==> config.mk <==
export PLATFORM = sky130hd
export DESIGN_NAME = wb_ifetch
export DESIGN_NICKNAME = d
export VERILOG_FILES = /design/src/rtl/wb_ifetch.sv
export SDC_FILE = /design/constraint.sdc
export NUM_CORES = 1
export LEC_CHECK = 0
export BUFFER_PORTS_ARGS = -buffer_cell sky130_fd_sc_hd__buf_2
export CAP_MARGIN = 15
export CORE_AREA = 5 5 186 188
export CTS_BUF_LIST = sky130_fd_sc_hd__clkbuf_8
export CTS_CLUSTER_SIZE = 24
export DETAILED_ROUTE_END_ITERATION = 6
export DIE_AREA = 0 0 191 193
export HOLD_SLACK_MARGIN = 0.06
export PLACE_DENSITY = 0.56
export REMOVE_ABC_BUFFERS = 1
export SETUP_SLACK_MARGIN = 0.3
export SYNTH_ARGS = -nofsm -noshare
export SYNTH_HDL_FRONTEND = slang
export SYNTH_SLANG_ARGS = --single-unit
==> constraint.sdc <==
create_clock -name wb_clk_i -period 8.6 [get_ports wb_clk_i]
set_input_delay 0.86 -clock wb_clk_i [delete_from_list [all_inputs] [get_ports wb_clk_i]]
set_output_delay 0.86 -clock wb_clk_i [all_outputs]
set_load 0.1 [all_outputs]
==> src/rtl/wb_ifetch.sv <==
// rtl/wb_ifetch.sv - Wishbone instruction fetch master with prefetch FIFO
//
// Fetches word-aligned instructions over a single-outstanding Wishbone read
// interface and buffers {pc, data, err} in a FIFO_DEPTH-entry queue for the core.
// A bus error halts fetching until the next redirect.
// Ports:
//   wb_clk_i, wb_rst_n_i          clock, asynchronous active-low reset
//   redirect_i, redirect_pc_i     flush queue and restart fetch at new pc
//   inst_vld_o/_o/_pc_o/_err_o    queue head; popped when inst_rdy_i is high
//   wb_*                          Wishbone read master (registered outputs)
module wb_ifetch #(
  parameter int              AW         = 32,
  parameter int              DW         = 32,
  parameter int              FIFO_DEPTH = 4,
  parameter logic [AW-1:0]   RESET_PC   = '0
) (
  input  logic          wb_clk_i,
  input  logic          wb_rst_n_i,
  input  logic          redirect_i,
  input  logic [AW-1:0] redirect_pc_i,
  output logic          inst_vld_o,
  output logic [DW-1:0] inst_o,
  output logic [AW-1:0] inst_pc_o,
  output logic          inst_err_o,
  input  logic          inst_rdy_i,
  output logic [AW-1:0] wb_adr_o,
  output logic [DW-1:0] wb_dat_o,
  output logic [3:0]    wb_sel_o,
  output logic          wb_we_o,
  output logic          wb_cyc_o,
  output logic          wb_stb_o,
  input  logic [DW-1:0] wb_dat_i,
  input  logic          wb_ack_i,
  input  logic          wb_err_i
);

  localparam int PW = $clog2(FIFO_DEPTH);
  localparam int CW = PW + 1;
  localparam logic [CW-1:0] DEPTH_C   = CW'(FIFO_DEPTH);
  localparam logic [AW-1:0] WORD_STEP = AW'(4);
  localparam logic [AW-1:0] ALIGN_M   = ~AW'(3);

  typedef enum logic [1:0] {IDLE, BUS, DRAIN, HALT} state_t;

  state_t        state_q, state_d;
  logic [AW-1:0] fetch_pc_q, fetch_pc_d;
  logic [AW-1:0] adr_q, adr_d;
  logic          cyc_q, cyc_d;
  logic [PW-1:0] rd_ptr_q, rd_ptr_d;
  logic [PW-1:0] wr_ptr_q, wr_ptr_d;
  logic [CW-1:0] count_q, count_d;

  logic [AW-1:0] fifo_pc_q  [FIFO_DEPTH];
  logic [DW-1:0] fifo_dat_q [FIFO_DEPTH];
  logic          fifo_err_q [FIFO_DEPTH];

  logic          resp;
  logic          push;
  logic          pop;
  logic [CW-1:0] count_next;

  assign resp = wb_ack_i | wb_err_i;
  // A redirect flushes the queue, so neither a pop nor a push may take effect on that edge.
  assign pop  = (count_q != '0) & inst_rdy_i & ~redirect_i;
  assign push = (state_q == BUS) & resp & ~redirect_i;
  assign count_next = count_q + CW'(push) - CW'(pop);

  always_comb begin
    state_d    = state_q;
    fetch_pc_d = fetch_pc_q;
    adr_d      = adr_q;
    cyc_d      = cyc_q;
    case (state_q)
      IDLE: begin
        // Only issue when the response is guaranteed a slot, so a push never overflows.
        if (!redirect_i && (count_next < DEPTH_C)) begin
          state_d = BUS;
          adr_d   = fetch_pc_q;
          cyc_d   = 1'b1;
        end
      end
      BUS: begin
        if (resp) begin
          cyc_d = 1'b0;
          if (redirect_i) begin
            state_d = IDLE;
          end else if (wb_err_i) begin
            state_d = HALT;
          end else begin
            state_d    = IDLE;
            fetch_pc_d = fetch_pc_q + WORD_STEP;
          end
        end else if (redirect_i) begin
          // The slave still owes a response; wait for it and then throw it away.
          state_d = DRAIN;
        end
      end
      DRAIN: begin
        if (resp) begin
          cyc_d   = 1'b0;
          state_d = IDLE;
        end
      end
      HALT: begin
        if (redirect_i) state_d = IDLE;
      end
      default: begin
        state_d = IDLE;
        cyc_d   = 1'b0;
      end
    endcase
    if (redirect_i) fetch_pc_d = redirect_pc_i & ALIGN_M;

    count_d  = redirect_i ? '0 : count_next;
    rd_ptr_d = redirect_i ? '0 : rd_ptr_q + PW'(pop);
    wr_ptr_d = redirect_i ? '0 : wr_ptr_q + PW'(push);
  end

  always_ff @(posedge wb_clk_i or negedge wb_rst_n_i) begin
    if (!wb_rst_n_i) begin
      state_q    <= IDLE;
      fetch_pc_q <= RESET_PC;
      adr_q      <= RESET_PC;
      cyc_q      <= 1'b0;
      rd_ptr_q   <= '0;
      wr_ptr_q   <= '0;
      count_q    <= '0;
    end else begin
      state_q    <= state_d;
      fetch_pc_q <= fetch_pc_d;
      adr_q      <= adr_d;
      cyc_q      <= cyc_d;
      rd_ptr_q   <= rd_ptr_d;
      wr_ptr_q   <= wr_ptr_d;
      count_q    <= count_d;
    end
  end

  // Storage needs no reset: entries are only visible while count_q covers them.
  always_ff @(posedge wb_clk_i) begin
    if (push) begin
      fifo_pc_q[wr_ptr_q]  <= fetch_pc_q;
      fifo_dat_q[wr_ptr_q] <= wb_dat_i;
      fifo_err_q[wr_ptr_q] <= wb_err_i;
    end
  end

  assign inst_vld_o = (count_q != '0);
  assign inst_o     = fifo_dat_q[rd_ptr_q];
  assign inst_pc_o  = fifo_pc_q[rd_ptr_q];
  assign inst_err_o = inst_vld_o & fifo_err_q[rd_ptr_q];

  assign wb_adr_o = adr_q;
  assign wb_dat_o = '0;
  assign wb_sel_o = 4'hF;
  assign wb_we_o  = 1'b0;
  assign wb_cyc_o = cyc_q;
  assign wb_stb_o = cyc_q;

endmodule

== After elaboration in Yosys (flattened, before gate mapping) ==
Memories as Yosys holds them, arrays and structs flattened.
Cells that the tools add are included.
Storage, ports and cells
  output and inout bits: 137
  input port bits: 70
  logic and storage cells: 64
  bits in registers: 74
  memories kept: 3
  memory bits (writable): 260
Memories
  fifo_dat_q: depth 4, width 32, rd ports 1, clocked after Yosys merged registers in 0, wr ports 1, RTL line 54  | logic [DW-1:0] fifo_dat_q [FIFO_DEPTH];
  fifo_pc_q: depth 4, width 32, rd ports 1, clocked after Yosys merged registers in 0, wr ports 1, RTL line 53  | logic [AW-1:0] fifo_pc_q [FIFO_DEPTH];
  fifo_err_q: depth 4, width 1, rd ports 1, clocked after Yosys merged registers in 0, wr ports 1, RTL line 55  | logic fifo_err_q [FIFO_DEPTH];
Operators by class
  add/subtract/negate cells: 5
  eq/ne operators: 9
  magnitude comparators: 1
  bitwise gates (word level): 7
  reduce and logical (&&, ||, !) cells: 12
  mux-type cells: 20
Operator list (count)
  32-bit two-way mux: 4
  32-bit by 3-bit adder with 32-bit output, second input constant: 1
  2-bit two-way mux: 9
  2-bit inequality test, second input constant: 4
  2-bit one-hot mux with 4 select lines: 1
  3-bit AND reduction: 2
  2-bit nonzero test: 3
  1-bit bitwise AND: 5
  2-bit by 1-bit adder with 2-bit output: 2
  2-bit equality test, second input constant: 2
  1-bit two-way mux: 4
  4-bit AND reduction: 1
  3-bit by 1-bit adder with 3-bit output: 1
  3-bit < comparator, second input constant: 1
  3-bit two-way mux: 1
  3-bit inequality test, second input constant: 1
  3-bit nonzero test: 1
  3-bit by 1-bit subtractor with 3-bit output: 1
  2-bit by 1-bit equality test with 1-bit output, second input constant: 1
  2-bit zero test: 1
  2-bit by 1-bit inequality test with 1-bit output, second input constant: 1
  1-bit one-hot mux with 2 select lines: 1
  2-bit AND reduction: 1
  2-bit OR reduction: 1
  other kinds (4): 4

== Depth between registers and ports, before layout ==
Gate-level depths: netlist of the first run.
  depth in word-level cells: 9
  gate-level depth with buffers: 15
  mapped depth without buffers: 13

== Worst setup path after synthesis of the first run ==
OpenSTA, ideal clock, no wires.
  path kind: in2reg
  start point: input redirect_i
  end point: memory fifo_dat_q[2][0] (enable)
  setup time: 0.575 ns
  cell stages on the path: 4
  arrival: 6.158 ns
  path slack: 1.868 ns
  data required time: 8.025 ns
  buffers on the path: 1
  cell sequence: clkbuf_1 nor3b_1 inv_1 nor3b_1
On the way
  cells in the longest elaborated chain, start to end: 4
RTL lines
  start: declaration: RTL line 19  | input logic redirect_i,
  1-bit inverter: RTL line 65  | assign push = (state_q == BUS) & resp & ~redirect_i;
  1-bit bitwise AND: RTL line 65
  1-bit two-way mux: RTL line 141  | if (push) begin
  1-bit two-way mux (implied by the code): RTL line 143  | fifo_dat_q[wr_ptr_q] <= wb_dat_i;
  end: declaration: RTL line 54
No other way between the ends.

== Worst setup path in the final report of the first run ==
  start point: register rd_ptr_q[0]
  end point: output inst_err_o
On the way
  cells in the longest elaborated chain, start to end: 2
RTL lines
  start: declaration: RTL line 49  | logic [PW-1:0] rd_ptr_q, rd_ptr_d;
  start signal: assignment: RTL line 133  | rd_ptr_q <= rd_ptr_d;
  memory read 4 x 1 bit
  1-bit bitwise AND: RTL line 151  | assign inst_err_o = inst_vld_o & fifo_err_q[rd_ptr_q];
  end: declaration: RTL line 24  | output logic inst_err_o,
No other way between the ends.

==> results of run 1 <==
[critical path, cell delays in order, from the launching register on]
cell,delay (ps)
dfrtp_4,820
buf_4,750
mux4_2,620
and2_1,190
buf_2,290
[state kept, by name (all words and copies together), names as in the netlist]
register and cells:
fifo_pc_q 120, fifo_err_q 4, wb_cyc_o 1, fifo_dat_q 128, wb_adr_o 30, rd_ptr_q 2
fetch_pc_q 30, state_q 2, count_q 3, wr_ptr_q 2
[metal layers]
metal | vias to the layer above | part of all wire [%]
met5 | - | 0
met4 | 0 | 2.1
met3 | 48 | 6.9
met2 | 222 | 47
met1 | 3502 | 44
li1 | 3116 | -
[cell usage in the layout (no fill, tap or decap), types with 2 or more instances in the layout]
| cell type | instances |
|---|---|
| nor2_1 | 22 |
| or4_1 | 13 |
| a22o_1 | 2 |
| nand4_1 | 10 |
| buf_2 | 162 |
| clkinv_2 | 5 |
| ha_1 | 9 |
| edfxtp_1 | 252 |
| dfrtp_1 | 68 |
| o31ai_1 | 11 |
| buf_4 | 7 |
| xnor2_1 | 11 |
| nand2_1 | 24 |
| mux4_2 | 63 |
| conb_1 | 41 |
| dfrtp_4 | 2 |
| and2_1 | 2 |
| o31a_1 | 2 |
| nand3_1 | 9 |
| a21oi_1 | 4 |
| bufinv_16 | 2 |
| nor2b_1 | 6 |
| clkbuf_8 | 54 |
| mux2_2 | 30 |
| or3_1 | 5 |
| mux2i_1 | 5 |
| a31oi_1 | 15 |
| o21ai_0 | 19 |
| inv_1 | 41 |
| nor3_1 | 6 |
| clkinv_1 | 7 |
| nor4_1 | 7 |
[power by group]
group	internal (µW)	switching (µW)
Sequential	1870	118
Clock	642	582
Combinational	391	1590
[worst max path at each step]
stage / start / end / slack, ps / cells past startpoint
floorplan: wb_ack_i / fifo_dat_q[2][0]$_DFFE_PP_ / 2030 / 4
global placement: redirect_i / wb_adr_o[18]$_DFFE_PN0P_ / 4010 / 12
detailed placement: redirect_i / wb_adr_o[15]$_DFFE_PN0P_ / 3970 / 12
CTS: rd_ptr_q[0]$_DFF_PN0_ / inst_err_o / 4360 / 4
global route: state_q[1]$_DFFE_PN0P_ / wb_adr_o[5]$_DFFE_PN0P_ / 4190 / 13
finish: rd_ptr_q[0]$_DFF_PN0_ / inst_err_o / 4480 / 4
[cell type report]
class                   count  area, µm²
flip-flops and latches    322       9330
diodes                      1       2.50
multi-input cells         337       3260
repair buffers            170        891
clock buffers              54        743
clock inverters            42        225
inverters                  15       56.3
fillers                  2898      17900
well taps                 448        561
[metrics by stage]
step	power, µW	area [µm²]
floorplan	3680	12600
global placement	4010	14100
detailed placement	4030	14100
CTS	5260	15000
global route	5420	15100
finish	5200	15100
[logic make-up after synthesis]
kind of cell / Yosys count
simple gates: 118
mux: 98
other cells: 2
compound gates: 57
fa+ha+maj: 10
flops: 322
xor+xnor: 13
buf+inv: 89
==> results.md, run 1 <==
Timing:
- The smallest hold slack is 109 ps.
- The clock arrives with 33.3 ps of skew.
- The remaining max-slew budget at the tightest pin is 26.7%.
- The final critical path time including I/O delays and setup is 4120 ps.
- Setup repair after global routing left no endpoint under its margin.
- Timing would allow up to 0.243 GHz.
- The final clock period utilization by the worst path is 47.9%.
- The count of final hold-check violations is 0.
- The count of final setup violators is 0.
- The minimum setup slack in the final design is 4480 ps.
- The setup total negative slack is 0 ps.
- The slew of the pin with the lowest slew margin is 1100 ps.
- The final count of pins violating max slew is 0.

GRT:
- The first global-routing pass estimated 43000 µm of wire.
- The via count of the first global-routing pass is 7459.
- The met1 track demand over resource in global routing is 21.0%.
- The total track usage is 15.1%.
- The global routing stage identified its most utilized layer as met2.
- The pin count of the biggest net entering global routing is 71.
- The total overflow left after global routing is 0.
- Global routing consumed, on the met3 layer, 3.60% of the routing resources.
- The initial antenna violation count is 1.
- For met2 alone, demand over resource in global routing was 24.2%.

Floorplanning:
- The die height is 193 µm.
- In this run the horizontal extent of the chip is 191 µm.
- In this run the count of I/O pins placed on the die edge is 207.
- The floorplan core area is 32900 µm².
- Once the floorplan was initialized, standard cells occupied 39.2% of the core.
- The total number of placement rows is 67.
- The full die area is 36900 µm².

CTS:
- The CTS tree is built.
- The clock passes through at most 3 buffers.
- TritonCTS created 52 clock buffers.
- The count of H-tree levels built during CTS is 2.
- CTS saw 322 sinks.
- The register clock-pin slew on the reported worst setup and hold paths is 60 ps.
- At the later pin of the worst-skew pair, clock insertion delay measures 570 ps.
- The clock root buffer is clkbuf_8.
- The hold buffer count at cts is 0.
- Once the clock tree was built, the setup fixing pass inserted 0 buffers.
- The number of resized instances in the post-cts repair step is 0.

Layout:
- The final instance count without filler cells is 1389.
- Cells fill 45.7% of the core in the end.
- The area growth from synthesis to layout is 16.7%.
- The final net count is 978.
- The ratio of cells with drive above 1 in the final layout is 35.9%.

Place:
- The number of buffers added on ports is 163.
- The weighted congestion reported at the end of routability-driven placement is 0.693.
- The HPWL after detailed placement is 16000 µm.
- The post-place setup slack is 3970 ps.
- The post-placement cell count is 1291.

Logic synthesis:
- The summed instance area of the synthesized netlist is 12900 µm².
- The average cell area after synthesis is 18.2 µm².
- The most repeated cell in the gate-level netlist after synthesis is edfxtp_1.
- The post-synthesis mux area share is 14.0%.
- The share of async-settable or async-resettable flops after synthesis is 21.7%.
- Summed over all instances, the cell type with the most area after synthesis is edfxtp_1.
- Counting distinct cell types in the post-synthesis netlist gives 45.
- Summing the areas of all and, or, nand and nor instances in the mapped netlist gives 5.02% of the synthesized area.
- The cell count after synthesis is 709.
- By area the synthesized netlist is led by edfxtp_1 (59%), dfrtp_1 (14%), mux4_2 (11%).
- By area, the combinational part of the netlist is dominated by multiplexers.
- Of the total synthesized cell area, the portion taken by XOR and XNOR cells is 0.999%.
- Of the synthesized area, sequential elements account for 72.2%.
- Summing the areas of all compound-gate instances in the mapped netlist gives 2.79% of the synthesized area.
- The total of flip-flops plus latches after synthesis is 322.
- The adder and majority cell fraction of the synthesized area is 1.03%.
- The synthesized design devotes to its leading area cell type 58.6% of total area.
- By count the netlist is led by edfxtp_1 (252), dfrtp_1 (70), mux4_2 (63).
- The total of warnings raised by yosys is 0.
- For this run, the leading register cell type out of synthesis is edfxtp_1.
- In this run, synthesis inferred 252 flip-flops with an integrated enable.

Critical path:
- At the worst endpoint, the required time is 7740 ps.
- Data on the critical path arrives at its endpoint at 3260 ps.
- The kind of end point of the critical path is an output port.
- The launch instance of the worst register-to-register path is state_q[1]$_DFFE_PN0P_.
- The startpoint-to-endpoint class of the critical path is reg2out.
- The worst reg-to-reg setup slack is 4510 ps.
- The cell count of the worst reg-to-reg path is 13.
- The worst flop-to-flop path endpoint is wb_adr_o[4]$_DFFE_PN0P_.
- The largest fanout on the critical path is 37.
- The startpoint type of the worst setup path is a flop.

Detailed routing:
- After detailed routing, the average wire length per cell comes to 20.1 µm.
- The count of antenna-violating nets left after detailed routing is 0.
- The number of violations reported at the end of detailed-routing iteration 0 is 415.
- The aggregate routed wire length is 27900 µm.
- Summing over every cut layer, the via total after detailed routing is 6888.
- After detailed routing, the number of vias per cell comes to 4.96.
- The number of remaining DRC errors is 0.
- The number of detailed-route iterations in the first pass is 4.

Pwr:
- The maximum vdd drop is 265 µV.
- Power spread over the standard cell area amounts to 345 nW/µm².
- The leakage dissipation is 0.00545 µW.

Job:
- The count of max-cap constraint violations is 0.

Run status:
- The run finished with clean final reports.

Worst hold path:
- The worst hold path belongs to the class in2async.
Power figures use the tool's default switching activity.
==> run 2: changes to the inputs <==
Clock period 8.6 ns to 4.1 ns, I/O delays scaled along.
==> results.md, run 2 (same netlist as run 1, synthesis figures left out) <==
Run status:
- The flow ran to the end, and the final reports show no timing, DRC or antenna violations.

GRT:
- The via count of the first global-routing pass came to 7586 (+1.7%).
- The wire length of the first global-routing pass was 43700 µm (+1.8%).
- The total track usage is 15.3% (+0.17 points).
- The met3 demand-to-capacity share in global routing came to 3.29% (-0.31 points).
- The met1 track demand over resource in global routing is 21.3% (+0.29 points).
- The most heavily used metal layer in global routing is met2.
- The initial antenna violation count was 1 (unchanged).
- The fraction of met2 tracks used by global routing came to 24.7% (+0.52 points).
- The pin count of the biggest net entering global routing is 71 (unchanged).
- The remaining global-route overflow came to 0 (unchanged).

CTS:
- The number of clock buffers inserted by TritonCTS is 53 (+1.9%).
- The maximum buffer depth of the clock tree is 3 (unchanged).
- The CTS tree is built.
- The clock sink total is 322 (unchanged).
- The register clock-pin slew on the reported worst setup and hold paths is 60 ps (about the same).
- The clock latency on the worst-skew pair is 560 ps (about the same).
- The clock root buffer is clkbuf_8.
- The count of H-tree levels built during CTS is 2 (unchanged).
- The buffers inserted during post-CTS setup optimization came to 0 (unchanged).

Pwr:
- The maximum vdd drop is 676 µV (+160%).
- The total power divided by cell area came to 706 nW/µm² (+100%).
- The total power consumption of the routed design is 11100 µW (+110%).
- The sequential group share of total power is 37.8% (-0.5 points).
- The net load switching power came to 4840 µW (+110%).
- The internal cell power is 6230 µW (+110%).
- The share of total power consumed by net switching is 43.7% (-0.36 points).
- The portion of total power attributed to combinational logic is 38.4% (+0.2 points).
- The clock network fraction of design power is 23.8% (+0.2 points).
- The leakage dissipation is 0.00571 µW (+4.8%).

Floorplanning:
- The die height was 193 µm (unchanged).
- The starting density of the core is 39.2% (unchanged).
- The number of top-level pins is 207 (unchanged).
- The die width was 191 µm (unchanged).
- The total number of placement rows is 67 (unchanged).
- The full die area came to 36900 µm² (unchanged).
- The floorplan core area is 32900 µm² (unchanged).

Detailed routing:
- The routed via count divided by cell count is 4.93 (-0.67%).
- The number of remaining DRC errors was 0 (unchanged).
- The aggregate routed wire length is 28300 µm (+1.7%).
- The number of violations reported at the end of detailed-routing iteration 0 is 336 (-19%).
- The number of detailed-route iterations in the first pass is 5 (+1).
- The total via count after detailed routing was 7108 (+3.2%).
- The final routed wire length divided by cell count is 19.6 µm (-2.1%).
- The count of antenna-violating nets left after detailed routing is 0 (unchanged).

Critical path:
- The slowest stage of the critical path is the dfrtp_1 cell.
- The arrival time at the worst endpoint is 3810 ps (+550 ps).
- The stage delay of the slowest cell on the critical path is 390 ps (-430 ps).
- The launching element of the worst setup path is state_q[1]$_DFFE_PN0P_.
- The kind of end point of the critical path is a flop.
- The data required time at the worst endpoint is 4530 ps (-3210 ps).
- The signal on the critical path passes through inv_1 -> ha_1 -> nor3b_1 -> inv_1 -> ha_1 -> inv_1 -> ha_1 -> inv_1 -> fa_1 -> xor3_1 -> nor2_1 -> nand2_2 -> buf_12 -> mux2_2.
- The worst path buffer plus inverter count is 5 (+3).
- In this run the critical register-to-register path is launched from state_q[1]$_DFFE_PN0P_.
- The worst register-to-register path ends at wb_adr_o[5]$_DFFE_PN0P_.
- By instance count, the cell type seen most on the critical path is inv_1.
- The startpoint type of the worst setup path is a flop.
- Among cell families on the critical path, the largest total delay comes from adder cells.
- The worst setup path endpoint is wb_adr_o[5]$_DFFE_PN0P_.
- The worst reg-to-reg setup slack is 720 ps (-3790 ps).
- The startpoint-to-endpoint class of the critical path is reg2reg.
- The largest fanout on the critical path is 11 (-70%).
- The cell count of the worst reg-to-reg path came to 14 (+1).
- The number of cells on the critical path is 14 (+10).

Place:
- The post-place setup slack is 645 ps (-3330 ps).
- The weighted congestion reported at the end of routability-driven placement is 0.701 (+1.2%).
- The number of buffers added on ports is 163 (unchanged).
- The half-perimeter wire length after placement came to 17100 µm (+6.7%).

Job:
- The count of max-cap constraint violations was 0 (unchanged).

Timing:
- For this run, the top clock speed supported by timing is 0.296 GHz.
- The setup skew after layout is 19.0 ps (-14.3 ps).
- The smallest hold slack is 95.5 ps (-13.8 ps).
- The worst path needs 3380 ps of the cycle, external delays included.
- The final clock period utilization by the worst path is 82.5%.
- The final count of pins violating max slew is 0 (unchanged).
- Setup repair after global routing left no endpoint under its margin.
- The minimum setup slack in the final design is 718 ps (-3770 ps).
- The count of final setup violators is 0 (unchanged).
- The count of final hold-check violations is 0 (unchanged).
- The slew of the pin with the lowest slew margin is 995 ps (-104 ps).
- The remaining max-slew budget at the tightest pin is 33.7% (+6.9 points).

Layout:
- The number of inserted filler cells in the final layout is 2879 (-0.66%).
- The layout-stage area growth over the synthesis result is 21.4%.
- The ratio of cells with drive above 1 in the final layout is 35.4% (-0.44 points).
- The largest registers in the layout are fifo_dat_q (128), fifo_pc_q (120).
- The final net count came to 1033 (+5.6%).
- The flip-flop count of the largest register, all copies and words added is 128 (unchanged).
- The register with the most flip-flops is fifo_dat_q.
- The library cell used most frequently in the layout, excluding fill and tap cells, is edfxtp_1.
- In the layout the commonest cells are edfxtp_1 (252), buf_2 (162), dfrtp_1 (68).

Worst hold path:
- The tightest min-delay check is of the in2reg type.
==> run 2: cell count changes in the layout (fill, tap and decap cells not counted), sizes merged <==
cell	before	now
clkinv	12	11
clkinvlp	1	0
inv	42	39
clkbuf	54	60
dlygate4sd3	0	45
buf	170	179
bufinv	2	1
==> run 2: worst min-delay path: stages <==
cell and delay, ps:
buf_2 100, nand2_1 50, o21ai_0 60
==> run 2: layout make-up <==
type | instances | area, µm² | share of cell area, %
Clock inverter | 36 | 181 | 1.16
Sequential cell | 322 | 9330 | 59.5
Timing Repair Buffer | 224 | 1460 | 9.34
Antenna cell | 1 | 2.50 | 0.0160
Tap cell | 448 | 561 | 3.58
Clock buffer | 60 | 826 | 5.27
Inverter | 15 | 56.3 | 0.359
Multi-Input combinational cell | 337 | 3260 | 20.8
==> run 2: how the worst min path moves through the flow <==
stage	slack, ps	start	to	cells past startpoint
CTS	60	redirect_pc_i[10]	fetch_pc_q[10]$_DFFE_PN0P_	3
global placement	480	wb_adr_o[5]$_DFFE_PN0P_	wb_adr_o[5]$_DFFE_PN0P_	1
finish	100	redirect_pc_i[14]	fetch_pc_q[14]$_DFFE_PN0P_	3
floorplan	110	wb_rst_n_i	count_q[0]$_DFF_PN0_	0
detailed placement	490	wb_adr_o[25]$_DFFE_PN0P_	wb_adr_o[25]$_DFFE_PN0P_	1
global route	70	redirect_pc_i[10]	fetch_pc_q[10]$_DFFE_PN0P_	3
==> run 2: per-layer routing <==
layer,up-vias,part of all wire (%)
met1,3616,45
met2,220,46
li1,3222,-
met3,50,5.8
met5,-,0
met4,0,2.3
==> run 2: through the flow <==
| step | utilization, % | cell area (µm²) | std cells | setup TNS [ps] |
|---|---|---|---|---|
| floorplan | - | 12600 | 674 | -288010 |
| global placement | 43.1 | 14200 | 1301 | 0 |
| detailed placement | 43.1 | 14200 | 1301 | 0 |
| CTS | 47.6 | 15700 | 1442 | 0 |
| global route | 47.6 | 15700 | 1443 | 0 |
| finish | 47.6 | 15700 | 1443 | 0 |
==> run 2: power by group through the flow <==
stage          registers [µW]  clock network, µW  logic, µW
3_3_place_gp             4250                  0       4240
3_5_place_dp             4260                  0       4250
5_1_grt                  4240               2890       4430
4_1_cts                  4200               2730       4290
6_report                 4190               2630       4250
2_1_floorplan            5340                  0       2390
==> run 2: repair_timing <==
| item | CTS | global route |
|---|---|---|
| hold buffers | 45 | 0 |
| hold endpoints to repair | 210 | 0 |
| resized for setup | 0 | 0 |
==> run 3: changes to the inputs <==
Clock period 4.1 ns to 3.44 ns, I/O delays scaled along.
==> results.md, run 3 (same netlist as run 1, synthesis figures left out) <==
Timing:
- The slew of the pin with the lowest slew margin is 989 ps (-6.48 ps).
- The timing-limited maximum frequency was 0.331 GHz (+12%).
- The remaining max-slew budget at the tightest pin was 34.1% (+0.43 points).
- The setup skew after layout came to 12.6 ps (-6.42 ps).
- Setup repair after global routing left no endpoint under its margin.
- The smallest hold slack is 137 ps (+41.3 ps).
- The minimum setup slack in the final design came to 417 ps (-301 ps).
- The final critical path time including I/O delays and setup was 3020 ps (-359 ps).
- The count of final setup violators is 0 (unchanged).
- The count of final hold-check violations was 0 (unchanged).
- The final clock period utilization by the worst path is 87.9% (+5.4 points).
- The final count of pins violating max slew is 0 (unchanged).

GRT:
- The pin count of the biggest net entering global routing is 71 (unchanged).
- The remaining global-route overflow came to 0 (unchanged).
- The via count of the first global-routing pass is 7646 (+0.79%).
- The initial antenna violation count came to 0 (-1).
- The total track usage is 15.5% (+0.24 points).
- The wire length of the first global-routing pass is 44100 µm (+0.88%).

Layout:
- The ratio of cells with drive above 1 in the final layout came to 36.1% (+0.65 points).
- Ranked by flip-flop count, first place goes to fifo_dat_q.
- The final standard cell utilization of the core is 48.6% (+0.98 points).
- The flip-flop count of the largest register, all copies and words added is 128 (unchanged).
- Leaving out fill and tap cells, the most frequent cell in the layout is edfxtp_1.
- The number of diodes is 0 (-1).
- Relative to the synthesized area, the layout overhead comes to 23.9%.
- The top cell types in the final layout, fill and taps aside, are edfxtp_1 (252), buf_2 (162), dfrtp_1 (68).
- The number of inserted filler cells in the final layout is 2851 (-0.97%).
- The largest registers in the layout are fifo_dat_q (128), fifo_pc_q (120).
- The final net count came to 1060 (+2.6%).
- The cell area after layout is 16000 µm² (+2.1%).

CTS:
- The number of clock buffers inserted by TritonCTS is 55 (+3.8%).
- The CTS tree is built.
- The clock root buffer is clkbuf_8.
- The clock latency on the worst-skew pair is 570 ps (about the same).
- The count of H-tree levels built during CTS is 2 (unchanged).
- The register clock-pin slew on the reported worst setup and hold paths is 60 ps (about the same).
- The clock sink total was 322 (unchanged).
- The maximum buffer depth of the clock tree is 3 (unchanged).

Detailed routing:
- The count of antenna-violating nets left after detailed routing is 0 (unchanged).
- The number of violations reported at the end of detailed-routing iteration 0 was 358 (+6.5%).
- The routed via count divided by cell count is 4.91 (-0.37%).
- The number of remaining DRC errors is 0 (unchanged).
- The number of detailed-route iterations in the first pass is 4 (-1).
- The total via count after detailed routing is 7234 (+1.8%).
- The final routed wire length divided by cell count is 19.8 µm (+0.98%).
- The aggregate routed wire length is 29200 µm (+3.2%).

Pwr:
- The maximum vdd drop is 603 µV (-11%).
- The portion of total power attributed to combinational logic is 38.7% (+0.3 points).
- The clock network fraction of design power is 24.3% (+0.5 points).
- The leakage dissipation is 0.00587 µW (+2.7%).
- The net load switching power is 5850 µW (+21%).
- The sequential group share of total power is 36.9% (-0.9 points).
- The total power consumption of the routed design is 13400 µW (+21%).
- The share of total power consumed by net switching came to 43.6% (-0.11 points).
- The internal cell power is 7550 µW (+21%).
- The total power divided by cell area is 838 nW/µm² (+19%).

Critical path:
- The largest fanout on the critical path was 15 (+4).
- The kind of end point of the critical path is a flop.
- The launch instance of the worst register-to-register path is count_q[0]$_DFF_PN0_.
- The stage delay of the slowest cell on the critical path is 390 ps (about the same).
- The library cell contributing the largest single delay on the critical path is or3_1.
- The most critical setup path has its startpoint at count_q[0]$_DFF_PN0_.
- The worst path buffer plus inverter count was 3 (-2).
- The family with the most delay on the worst path is simple AND/OR/NAND/NOR gates.
- The arrival time at the worst endpoint is 3470 ps (-340 ps).
- The data required time at the worst endpoint is 3890 ps (-640 ps).
- The worst setup path is launched from a flop.
- The worst setup path is of the reg2reg kind.
- Traced cell by cell, the critical path runs through or3_1 -> and3_1 -> ha_1 -> inv_1 -> ha_1 -> inv_1 -> fa_1 -> xor3_2 -> nor2_4 -> nand2_4 -> clkbuf_16 -> mux2_2.

Floorplanning:
- The die height is 193 µm (unchanged).
- The floorplan core area came to 32900 µm² (unchanged).
- The starting density of the core came to 39.2% (unchanged).
- The die width came to 191 µm (unchanged).
- The full die area was 36900 µm² (unchanged).
- The total number of placement rows came to 67 (unchanged).
- The number of top-level pins is 207 (unchanged).

Place:
- The standard cell area after detailed placement is 14300 µm² (+0.28%).
- The post-place setup slack was 273 ps (-372 ps).
- The weighted congestion reported at the end of routability-driven placement is 0.722 (+3.0%).
- The number of buffers added on ports came to 163 (unchanged).
- The half-perimeter wire length after placement is 17500 µm (+2.6%).

Run status:
- The run finished with clean final reports.

Job:
- The count of max-cap constraint violations came to 0 (unchanged).

Worst hold path:
- The min-delay analysis places its worst path in the category in2reg.
- The worst hold path begins at redirect_pc_i[25].
run 3: changes by cell type in the layout (fill, tap and decap cells not counted), moves of 2 or more:
cell and change:
clkinv_1 +4, clkbuf_8 +3, dlygate4sd3_1 +16, inv_2 +2, buf_4 +9, inv_1 -3
run 3: tightest hold or removal path, delay by kind of cell:
kind                   cells  cell delay (ps)
and+or+nand+nor            1              120
buffers and inverters      1               70
AOI/OAI and AO/OA          1              140
run 3: final timing paths:
kind	end	slack, ps	cells after the start
max	wb_adr_o[22]$_DFFE_PN0P_	420	12
min	fetch_pc_q[25]$_DFFE_PN0P_	140	3
max reg2reg	wb_adr_o[22]$_DFFE_PN0P_	420	12
min reg2reg	wb_adr_o[27]$_DFFE_PN0P_	500	1
max in group asynchronous	rd_ptr_q[1]$_DFF_PN0_	2230	2
min in group asynchronous	wb_adr_o[31]$_DFFE_PN0P_	490	2
run 3: power by group through the flow:
stage,Sequential (µW),Combinational [µW],Clock [µW]
2_1_floorplan,6360,2840,0
3_3_place_gp,5020,5080,0
3_5_place_dp,5040,5100,0
4_1_cts,4960,5170,3390
5_1_grt,5010,5390,3580
6_report,4950,5190,3260
run 3: what timing repair did:
item,in CTS,in global routing
hold buffers,61,0
resized for setup,2,6
pin swaps,0,1
hold endpoints to repair,229,0
gates cloned,0,1
setup buffers,0,1
endpoints found under the setup margin,30,30
run 3: final cells by class:
cell class,instances,area [µm²],share of cell area (%)
sequential,322,9330,58.3
multi-input combinational,337,3280,20.5
timing repair buffer,249,1700,10.6
clock buffer,63,867,5.42
tap,448,561,3.50
clock inverter,40,208,1.30
inverter,15,56.3,0.352
run 3: per-layer routing:
metal  global-route usage [%]  vias up  share of wire, %
met3                     3.22       45               6.0
met1                     21.4     3659                45
li1                         -     3287                 -
met2                     25.6      243                47
met4                     4.09        0               1.8
met5                        0        -                 0
run 3: metrics by stage:
| stage | cells | setup TNS, ps |
|---|---|---|
| floorplan | 674 | -449760 |
| detailed placement | 1308 | 0 |
| global placement | 1308 | 0 |
| CTS | 1472 | 0 |
| global route | 1474 | 0 |
| finish | 1474 | 0 |
